### config.mk
export PLATFORM = sky130hd
export DESIGN_NAME = abs_serial_flat
export DESIGN_NICKNAME = d
export VERILOG_FILES = /design/src/rtl/abs_serial_pkg.sv /design/src/rtl/abs_serial_if.sv /design/src/rtl/serial_neg_cell.sv /design/src/rtl/abs_serial.sv /design/src/flat_wrapper.sv
export SDC_FILE = /design/constraint.sdc
export NUM_CORES = 1
export LEC_CHECK = 0
export BUFFER_PORTS_ARGS = -buffer_cell sky130_fd_sc_hd__clkbuf_2
export CAP_MARGIN = 30
export CELL_PAD_IN_SITES_DETAIL_PLACEMENT = 0
export CELL_PAD_IN_SITES_GLOBAL_PLACEMENT = 1
export CORE_MARGIN = 2
export CORE_UTILIZATION = 40
export CTS_BUF_LIST = sky130_fd_sc_hd__clkbuf_4 sky130_fd_sc_hd__clkbuf_8 sky130_fd_sc_hd__clkbuf_16
export DETAILED_ROUTE_END_ITERATION = 10
export PLACE_DENSITY = 0.85
export SYNTH_ARGS = -nofsm -noshare
export SYNTH_HDL_FRONTEND = slang
export SYNTH_HIERARCHICAL = 1
export SYNTH_SLANG_ARGS = --single-unit
export TNS_END_PERCENT = 100
### constraint.sdc
create_clock -name clk -period 1.6 [get_ports clk]
set_clock_uncertainty 0.05 [all_clocks]
set_input_delay 0.08 -clock clk [delete_from_list [all_inputs] [get_ports clk]]
set_output_delay 0.08 -clock clk [all_outputs]
set_load 0.05 [all_outputs]
### src/rtl/abs_serial_pkg.sv
// Shared types and constants for the bit-serial absolute-value converter.
package abs_serial_pkg;

   localparam int unsigned DEFAULT_WIDTH = 8;

   typedef enum logic [1:0] {
      IDLE  = 2'd0,
      SHIFT = 2'd1,
      DONE  = 2'd2
   } state_e;

endpackage

### src/rtl/abs_serial_if.sv
// Request/result bundle between a requester (master) and abs_serial (slave).
interface abs_serial_if #(
   parameter int unsigned WIDTH = abs_serial_pkg::DEFAULT_WIDTH
);
   logic             start;
   logic [WIDTH-1:0] din;
   logic             busy;
   logic             done;
   logic             sign;
   logic [WIDTH-1:0] mag;
   logic             ovf;

   modport master (output start, din, input busy, done, sign, mag, ovf);
   modport slave  (input start, din, output busy, done, sign, mag, ovf);
endinterface

### src/rtl/serial_neg_cell.sv
// One-bit serial two's-complement negation: pass bits until the first 1, invert afterwards.
module serial_neg_cell (
   input  logic clk,
   input  logic rst_n,
   input  logic clr,
   input  logic en,
   input  logic in_bit,
   output logic out_bit
);

   logic seen_q, seen_d;

   // seen_q only rises when en is high, so a cell left disabled is a plain pass-through
   assign out_bit = in_bit ^ seen_q;

   always_comb begin
      seen_d = seen_q;
      if (clr) begin
         seen_d = 1'b0;
      end else if (en && in_bit) begin
         seen_d = 1'b1;
      end
   end

   always_ff @(posedge clk or negedge rst_n) begin
      if (!rst_n) begin
         seen_q <= 1'b0;
      end else begin
         seen_q <= seen_d;
      end
   end

endmodule

### src/rtl/abs_serial.sv
// Bit-serial |din|: LSB-first over WIDTH cycles, one-cycle done pulse, overflow flag for the most-negative input.
module abs_serial
   import abs_serial_pkg::*;
#(
   parameter int unsigned WIDTH = DEFAULT_WIDTH
) (
   input  logic          clk,
   input  logic          rst_n,
   abs_serial_if.slave   bus
);

   localparam int unsigned CW = $clog2(WIDTH);

   state_e           state_q, state_d;
   logic [CW-1:0]    cnt_q, cnt_d;
   logic [WIDTH-1:0] sreg_q, sreg_d;
   logic [WIDTH-1:0] mag_q, mag_d;
   logic             sign_q, sign_d;
   logic             ovf_q, ovf_d;
   logic             busy_q, busy_d;
   logic             done_q, done_d;
   logic             accept;
   logic             out_bit;
   logic [WIDTH-1:0] mag_shift;

   serial_neg_cell u_cell (
      .clk     (clk),
      .rst_n   (rst_n),
      .clr     (accept),
      .en      ((state_q == SHIFT) && sign_q),
      .in_bit  (sreg_q[0]),
      .out_bit (out_bit)
   );

   assign mag_shift = {out_bit, mag_q[WIDTH-1:1]};

   always_comb begin
      state_d = state_q;
      cnt_d   = cnt_q;
      sreg_d  = sreg_q;
      mag_d   = mag_q;
      sign_d  = sign_q;
      ovf_d   = ovf_q;
      accept  = 1'b0;
      case (state_q)
         IDLE, DONE: begin
            if (bus.start) begin
               accept  = 1'b1;
               state_d = SHIFT;
               sreg_d  = bus.din;
               sign_d  = bus.din[WIDTH-1];
               cnt_d   = '0;
               ovf_d   = 1'b0;
            end else begin
               state_d = IDLE;
            end
         end
         SHIFT: begin
            sreg_d = sreg_q >> 1;
            mag_d  = mag_shift;
            if (cnt_q == CW'(WIDTH - 1)) begin
               // ovf is resolved together with the final bit so it is valid alongside done
               state_d = DONE;
               ovf_d   = sign_q && (mag_shift == {1'b1, {(WIDTH-1){1'b0}}});
            end else begin
               cnt_d = cnt_q + 1'b1;
            end
         end
         default: state_d = IDLE;
      endcase
      busy_d = (state_d == SHIFT);
      done_d = (state_d == DONE);
   end

   always_ff @(posedge clk or negedge rst_n) begin
      if (!rst_n) begin
         state_q <= IDLE;
         cnt_q   <= '0;
         sreg_q  <= '0;
         mag_q   <= '0;
         sign_q  <= 1'b0;
         ovf_q   <= 1'b0;
         busy_q  <= 1'b0;
         done_q  <= 1'b0;
      end else begin
         state_q <= state_d;
         cnt_q   <= cnt_d;
         sreg_q  <= sreg_d;
         mag_q   <= mag_d;
         sign_q  <= sign_d;
         ovf_q   <= ovf_d;
         busy_q  <= busy_d;
         done_q  <= done_d;
      end
   end

   assign bus.busy = busy_q;
   assign bus.done = done_q;
   assign bus.sign = sign_q;
   assign bus.mag  = mag_q;
   assign bus.ovf  = ovf_q;

endmodule

### src/flat_wrapper.sv
// flat-port wrapper written by rule: the top's interface ports become plain ports
module abs_serial_flat import abs_serial_pkg::*;
#(
   parameter int unsigned WIDTH = DEFAULT_WIDTH
)
  (clk, rst_n, bus_start, bus_din, bus_busy, bus_done, bus_sign, bus_mag, bus_ovf);
  abs_serial_if #(.WIDTH(WIDTH)) bus_i ();
  input  logic clk;
  input  logic rst_n;
  input wire logic [$bits(bus_i.start)-1:0] bus_start;
  input wire logic [$bits(bus_i.din)-1:0] bus_din;
  output wire logic [$bits(bus_i.busy)-1:0] bus_busy;
  output wire logic [$bits(bus_i.done)-1:0] bus_done;
  output wire logic [$bits(bus_i.sign)-1:0] bus_sign;
  output wire logic [$bits(bus_i.mag)-1:0] bus_mag;
  output wire logic [$bits(bus_i.ovf)-1:0] bus_ovf;
  assign bus_i.start = bus_start;
  assign bus_i.din = bus_din;
  assign bus_busy = bus_i.busy;
  assign bus_done = bus_i.done;
  assign bus_sign = bus_i.sign;
  assign bus_mag = bus_i.mag;
  assign bus_ovf = bus_i.ovf;
  abs_serial #(.WIDTH(WIDTH)) u_core (.clk(clk), .rst_n(rst_n), .bus(bus_i));
endmodule
==> impl_results.md, run 1 <==
* Most frequent cells after synthesis: sky130_fd_sc_hd__nand2_1 (38), sky130_fd_sc_hd__dfrtp_1 (26), sky130_fd_sc_hd__nor2_1 (10)
* Via-to-Cell Ratio at 4.86
* Area contributors post-synth: sky130_fd_sc_hd__dfrtp_1 (59%), sky130_fd_sc_hd__nand2_1 (13%), sky130_fd_sc_hd__nor2_1 (3.4%)
* Source of the critical timing path: u_core/cnt_q[0]
* Level count of the clock H-tree at 1
* Post-synthesis async set-or-reset flop share at 100%
* Hold path cells at 3
* Max cap viols at 0
* Worst-path maximum fanout at 5
* Antenna violations before repair at 0
* Ys flop type: sky130_fd_sc_hd__dfrtp_1
* Area of the placeable core at 2690 µm²
* CP peak stage delay at 0.42 ns
* Critical Path Source Type: flip-flop
* Part of the Yosys area used for sequential elements at 59.2%
* Overall die area at 3180 µm²
* Yosys warns at 6
* Shortest clock period the worst path allows after layout at 1.52 ns
* Post-route fraction of the period consumed by the critical path at 95.0%
* Die boundary height at 56.4 µm
* Number of cell instances on the worst register-to-register path at 4
* Top-area cell type share of the netlist area at 59.2%
* Leading cell type by number of instances after synthesis: sky130_fd_sc_hd__nand2_1
* GRT Residual Overflow at 0
* Synth area leader: sky130_fd_sc_hd__dfrtp_1
* Via Count at 851
* Mapped Cells at 112
* Row Count at 19
* Detail-routed net length per standard cell at 12.1 µm
* Internal portion of total power at 1.55 mW
* Mean post-synth cell area at 9.81 µm²
* Diodes inserted at 0
* Cts bufs inserted at 3
* Num Clock Sinks at 26
* CTS tree: done
* Post-Syn Nets at 125
* Clock network fraction of total power at 11.0%
* Worst path slowest cell: sky130_fd_sc_hd__dfrtp_1
* Crit path capture type: flip-flop
* Final instance count without filler cells at 175
* Path type of the worst min-delay path: in -> reg
* Post-synth EDFFs at 0
* Clock input transition at the sequential cells of the worst setup and hold paths at 0.13 ns
* Port Buf Inserts at 22
* Final setup violating endpoints at 0
* Critical R2R Capture: u_core/cnt_q[0]
* Net switching power at 1.35 mW
* Final number of hold-violating endpoints at 0
* Switching share of power at 46.5%
* Die X-Extent at 56.4 µm
* Sequential cell fraction of total power at 39.8%
* Cell breakdown of the critical path: ha_1 -> ha_1 -> nor3b_4 -> mux2i_1
* Max Root-Sink Buffers at 2
* Peak supply drop at 1.17 mV
* Number of synthesized register bits at 26
* Clk Tree Root Cell: sky130_fd_sc_hd__clkbuf_4
* Cell area after synthesis at 1100 µm²
* Total count of max-transition violations in the final report at 0
* Fraction of layout instances using a drive strength above 1 at 22.2%
* Measured slew at the worst slew-check pin at 0.629 ns
* WL final at 2110 µm
* Worst EP required at 1.79 ns
* Total GRT Usage at 14.9%
* Total instance count after detailed placement at 163
* RSZ-0062 raised after global routing: false
* I/O pins at 23
* Slew Limit Headroom at 58.1%
* Reported leakage power at 0.700 nW
* Wire length of the first global-routing pass at 3690 µm
* Via count of the first global-routing pass at 852
* Final Hold Slack at 0.0234 ns
* Number of design-rule violations left by the first detailed-router iteration at 13
* Initial core utilization at 40.9%
* Status: complete, no violations
* Combinational cell fraction of total power at 49.2%
* Gp weighted congestion at 0.739
* Filler cells at 262
* Count of cell types in the netlist at 22
* Syn-to-layout area delta at 23.5%
* DRC violation count after routing at 0
* Worst-skew pair later-pin latency at 0.31 ns
* Setup Total Neg Slack at 0 ns
* Arrival time of the worst setup path at 1.71 ns
* Post-layout nets at 158
* Pin count of the biggest net entering global routing at 27
* Most repeated library cell on the critical path: sky130_fd_sc_hd__ha_1
* Peak clock frequency supported by timing at 658 MHz
* Worst setup path endpoint: u_core/cnt_q[0]
* Register-to-register setup slack at 0.08 ns
* Type of the setup path with the least slack: reg -> reg
* Total half-perimeter wirelength after legalization and detailed placement at 1500 µm
* Total iterations of the first detailed-routing run at 2
* Worst R2R Start: u_core/cnt_q[0]
* DRT antenna net count at 0
* Power density over the cells at 2130 nW/µm²
-- layout make-up --
cell class	count	area (µm²)	area share [%]
well taps	31	38.8	2.86
multi-input cells	80	412	30.4
flip-flops and latches	26	651	48.0
repair buffers	33	213	15.7
inverters	1	6.26	0.461
clock buffers	4	36.3	2.68
-- flip-flops by register name, indices dropped and copies added, names as in the netlist, 2 cells and up --
name	flops
u_core/sreg_q	8
u_core/cnt_q	3
u_core/bus.mag	8
u_core/state_q	2
-- per-layer routing --
layer,routed length [µm],GRT usage (%),up-vias
met3,90,2.30,5
met4,39,7.14,0
met1,1010,18.9,395
li1,-,-,432
met5,0,0,-
met2,974,24.9,19
-- cell families (layout without fill, tap and decap cells) --
logic type / after synthesis / in the layout / share of synthesized area, %
compound gates: 12 / 12 / 6.26
xor+xnor: 1 / 1 / 0.797
fa+ha+maj: 2 / 2 / 2.28
buf+inv: 6 / 38 / 3.87
flops: 26 / 26 / 59.2
mux: 2 / 2 / 1.82
simple gates: 63 / 63 / 25.7
-- worst max-delay path: cells and delay by family, from the launching register on --
family / cells / cell delay (ns)
DFF: 1 / 0.42
adders and majority gates: 2 / 0.45
muxes: 1 / 0.24
and+or+nand+nor: 1 / 0.29
-- power groups by stage --
stage,Sequential [mW],Combinational (mW),Clock (mW)
final,1.15,1.42,0.319
after global routing,1.19,1.57,0.374
after CTS,1.15,1.43,0.340
after detailed placement,1.17,1.41,0
after global placement,1.15,1.36,0
after floorplan,1.52,0.719,0
-- worst min path at each step --
stage	slack, ns	to	start
final	0.02	u_core/sreg_q[5]	bus_din[5]
after global routing	0.05	u_core/sreg_q[5]	bus_din[5]
after CTS	0.004	u_core/sreg_q[5]	bus_din[5]
after detailed placement	0.08	u_core/sreg_q[5]	rst_n
after global placement	0.08	u_core/bus.done	rst_n
after floorplan	-0.27	u_core/bus.busy	rst_n
-- metrics by stage --
step                utilization (%)  instance area, µm²  power [mW]  setup slack (ns)
floorplan                         -                1100        2.24             0.182
global placement               45.9                1230        2.51             0.130
detailed placement             45.9                1230        2.58            0.0358
CTS                            50.3                1350        2.92           0.00623
global route                   50.5                1360        3.13           0.00786
finish                         50.5                1360        2.90            0.0795
-- cell usage in the layout (no fill, tap or decap), types with 3 or more instances in the layout --
master	synthesis	layout
sky130_fd_sc_hd__nand2_1	38	38
sky130_fd_sc_hd__dfrtp_1	26	26
sky130_fd_sc_hd__clkbuf_2	0	22
sky130_fd_sc_hd__nor2_1	10	10
sky130_fd_sc_hd__dlygate4sd3_1	0	8
sky130_fd_sc_hd__o22ai_1	5	5
sky130_fd_sc_hd__nor3_1	5	5
sky130_fd_sc_hd__o21ai_1	4	4
sky130_fd_sc_hd__clkbuf_4	0	3
sky130_fd_sc_hd__and2_1	3	3
sky130_fd_sc_hd__buf_4	2	3
-- what timing repair did --
item	CTS	global route
hold buffers	8	0
hold endpoints to repair	34	0
setup buffers	0	0
resized for setup	0	1
setup endpoints to repair	0	1
Power figures use the tool's default switching activity.
==> run 2: changes to the inputs <==
Settings changed: CORE_UTILIZATION 40 to 39, PLACE_DENSITY 0.85 to 0.84, SYNTH_HIERARCHICAL 1 to unset.
==> run 2 against run 1 <==
Via count increased by 6.8%. Critical path depth stayed put. Worst hold slack improved by 0.18 ns. Clock power grew 3%. Die area up 1.9%. Global-route usage decreased by 0.48 points. Synthesized area shrank 0.46%. Critical path type unchanged. Critical endpoint is now u_core.cnt_q[0]. Largest cell class unchanged.
==> impl_results.md, run 2 <==
* Post-Syn Nets at 130 (+4.0%)
* Cell breakdown of the critical path: ha_1 -> ha_1 -> nor3b_4 -> mux2i_1
* Total count of max-transition violations in the final report at 0 (unchanged)
* Post-layout nets at 164 (+3.8%)
* Crit path capture type: flip-flop
* Total half-perimeter wirelength after legalization and detailed placement at 1460 µm (-2.6%)
* Wire length of the first global-routing pass at 3650 µm (-1.1%)
* Critical Path Source Type: flip-flop
* Shortest clock period the worst path allows after layout at 1.47 ns (-0.0501 ns)
* Status: complete, no violations
* Worst path top cell family by delay: adder cells
* Core occupancy in the finished layout at 50.8% (+0.34 points)
* Post-synthesis async set-or-reset flop share at 100% (unchanged)
* Diodes inserted at 0 (unchanged)
* Fraction of layout instances using a drive strength above 1 at 21.3% (-0.89 points)
* Reported leakage power at 0.701 nW (+0.13%)
* Initial core utilization at 40.4% (-0.54 points)
* Synth area leader: sky130_fd_sc_hd__dfrtp_1
* Part of the Yosys area used for sequential elements at 59.5% (+0.27 points)
* Final instance area at 1380 µm² (+1.6%)
* Yosys warns at 0 (-6)
* DRT antenna net count at 0 (unchanged)
* Slew Limit Headroom at 56.6% (-1.5 points)
* Area contributors post-synth: sky130_fd_sc_hd__dfrtp_1 (59%), sky130_fd_sc_hd__nand2_1 (15%), sky130_fd_sc_hd__a31oi_1 (4.6%)
* Measured slew at the worst slew-check pin at 0.652 ns (+0.0228 ns)
* Final setup violating endpoints at 0 (unchanged)
* Number of synthesized register bits at 26 (unchanged)
* Type of the setup path with the least slack: reg -> reg
* Total iterations of the first detailed-routing run at 4 (+2)
* Port Buf Inserts at 22 (unchanged)
* Mapped Cells at 117 (+4.5%)
* Leading cell type by number of instances after synthesis: sky130_fd_sc_hd__nand2_1
* Placement Cell Area at 1240 µm² (+0.91%)
* Final worst slack at 0.130 ns (+0.0501 ns)
* GRT Residual Overflow at 0 (unchanged)
* Count of cell types in the netlist at 20 (-9.1%)
* Total instance count after detailed placement at 168 (+3.1%)
* Most common cell after layout, fill and taps aside: sky130_fd_sc_hd__nand2_1
* WL final at 2080 µm (-1.5%)
* Post-route fraction of the period consumed by the critical path at 91.9% (-3.1 points)
* Via Count at 909 (+6.8%)
* Worst path slowest cell: sky130_fd_sc_hd__dfrtp_1
* Path type of the worst min-delay path: in -> reg
* Ys flop type: sky130_fd_sc_hd__dfrtp_1
* Cts bufs inserted at 3 (unchanged)
* Detail-routed net length per standard cell at 11.5 µm (-4.8%)
* Peak supply drop at 1.32 mV (+13%)
* Num Clock Sinks at 26 (unchanged)
* Row Count at 19 (unchanged)
* CP Buf/Inv Count at 0 (unchanged)
* Max Root-Sink Buffers at 2 (unchanged)
* Gp weighted congestion at 0.732 (-0.96%)
* Die boundary height at 57.0 µm (+0.97%)
* Worst-skew pair later-pin latency at 0.32 ns (about the same)
* Final number of hold-violating endpoints at 0 (unchanged)
* Total GRT Usage at 14.4% (-0.48 points)
* Antenna violations before repair at 0 (unchanged)
* Via-to-Cell Ratio at 5.02 (+3.3%)
* Cell area after synthesis at 1090 µm² (-0.46%)
* Postcts setup bufs at 0 (unchanged)
* CTS tree: done
* Most frequent cells in the layout: sky130_fd_sc_hd__nand2_1 (45), sky130_fd_sc_hd__dfrtp_1 (26), sky130_fd_sc_hd__clkbuf_2 (22), sky130_fd_sc_hd__nor2_1 (10), sky130_fd_sc_hd__dlygate4sd3_1 (9)
* Max cap viols at 0 (unchanged)
* Overall die area at 3240 µm² (+1.9%)
* Clk Tree Root Cell: sky130_fd_sc_hd__clkbuf_4
* Final instance count without filler cells at 181 (+3.4%)
* Most frequent cells after synthesis: sky130_fd_sc_hd__nand2_1 (45), sky130_fd_sc_hd__dfrtp_1 (26), sky130_fd_sc_hd__nor2_1 (10)
* Post-Place Setup Slack at 0.0805 ns (+0.0446 ns)
* Via count of the first global-routing pass at 834 (-2.1%)
* Peak clock frequency supported by timing at 680 MHz (+3.4%)
* Mean post-synth cell area at 9.35 µm² (-4.7%)
* Power density over the cells at 2100 nW/µm² (-1.4%)
* Syn-to-layout area delta at 26.0%
* Number of design-rule violations left by the first detailed-router iteration at 23 (+10)
* Clock input transition at the sequential cells of the worst setup and hold paths at 0.13 ns (about the same)
* Arrival time of the worst setup path at 1.67 ns (-0.04 ns)
* Most repeated library cell on the critical path: sky130_fd_sc_hd__ha_1
* DRC violation count after routing at 0 (unchanged)
* Die X-Extent at 57.0 µm (+0.97%)
* RSZ-0062 raised after global routing: false
* Worst EP required at 1.80 ns (about the same)
* Top-area cell type share of the netlist area at 59.5% (+0.27 points)
* I/O pins at 23 (unchanged)
* CP peak stage delay at 0.43 ns (about the same)
* Setup Total Neg Slack at 0 ns (unchanged)
* Post-synth EDFFs at 0 (unchanged)
* Area of the placeable core at 2710 µm² (+0.88%)
* Worst-path maximum fanout at 5 (unchanged)
* Level count of the clock H-tree at 1 (unchanged)
* Pin count of the biggest net entering global routing at 27 (unchanged)
-- run 2: changes by cell type after synthesis, sizes merged, moves of 2 or more --
| cell | delta |
|---|---|
| a31oi | +6 |
| and2 | -3 |
| clkbuf | +2 |
| nand2 | +7 |
| nor3 | -5 |
| o22ai | -5 |
-- run 2: final timing paths --
kind                              startpoint                end  slack, ns  depth (start not counted)
min reg2reg                u_core.bus.mag[0]  u_core.bus.mag[0]       0.44                          2
max                          u_core.cnt_q[0]    u_core.cnt_q[0]       0.13                          4
min                                bus_start     u_core.bus.ovf       0.20                          4
min in group asynchronous              rst_n  u_core.bus.mag[3]       0.25                          2
max reg2reg                  u_core.cnt_q[0]    u_core.cnt_q[0]       0.13                          4
max in group asynchronous              rst_n    u_core.cnt_q[0]       0.83                          2
-- run 2: final cells by class --
class	instances	area [µm²]
fill	264	1330
sequential	26	651
multi-input combinational	84	418
timing repair buffer	35	230
tap	31	38.8
clock buffer	4	36.3
inverter	1	3.75
-- run 2: metal layers --
layer	global-route usage [%]	wire length, µm	share of wire, %	vias up
li1	-	-	-	448
met3	2.27	109	5.2	5
met2	23.0	956	46	27
met1	19.7	974	47	429
met5	0	0	0	-
met4	5.98	37	1.8	0
-- run 2: logic make-up (layout without fill, tap and decap cells) --
family | after synthesis | in the layout | share of synthesized area [%]
fa+ha+maj | 2 | 2 | 2.29
buf+inv | 7 | 40 | 2.86
simple gates | 64 | 64 | 24.5
compound gates | 16 | 16 | 9.15
flops | 26 | 26 | 59.5
mux | 1 | 1 | 0.915
xor+xnor | 1 | 1 | 0.801
-- run 2: tightest hold or removal path, delay by kind of cell --
| kind | cells | cell delay, ns |
|---|---|---|
| AO/OA/AOI/OAI | 2 | 0.25 |
| AND/OR/NAND/NOR | 1 | 0.13 |
| buffers and inverters | 1 | 0.09 |
-- run 2: per-stage QoR --
stage | hold slack [ns] | power [mW]
after floorplan | -0.266 | 2.21
after global placement | 0.0757 | 2.52
after detailed placement | 0.0888 | 2.57
after CTS | 0.198 | 2.91
after global routing | 0.228 | 3.17
final | 0.205 | 2.90
-- run 2: what timing repair did --
item	in CTS	in global routing
endpoints found under the hold margin	35	0
setup endpoints to repair	0	3
hold buffers	9	0
gates resized for setup	0	1
-- run 2: power breakdown --
| group | total (mW) | switching [mW] | internal [mW] |
|---|---|---|---|
| clock | 0.327 | 0.188 | 0.139 |
| sequential | 1.16 | 0.211 | 0.944 |
| combinational | 1.42 | 0.959 | 0.457 |
| total | 2.90 | 1.36 | 1.54 |
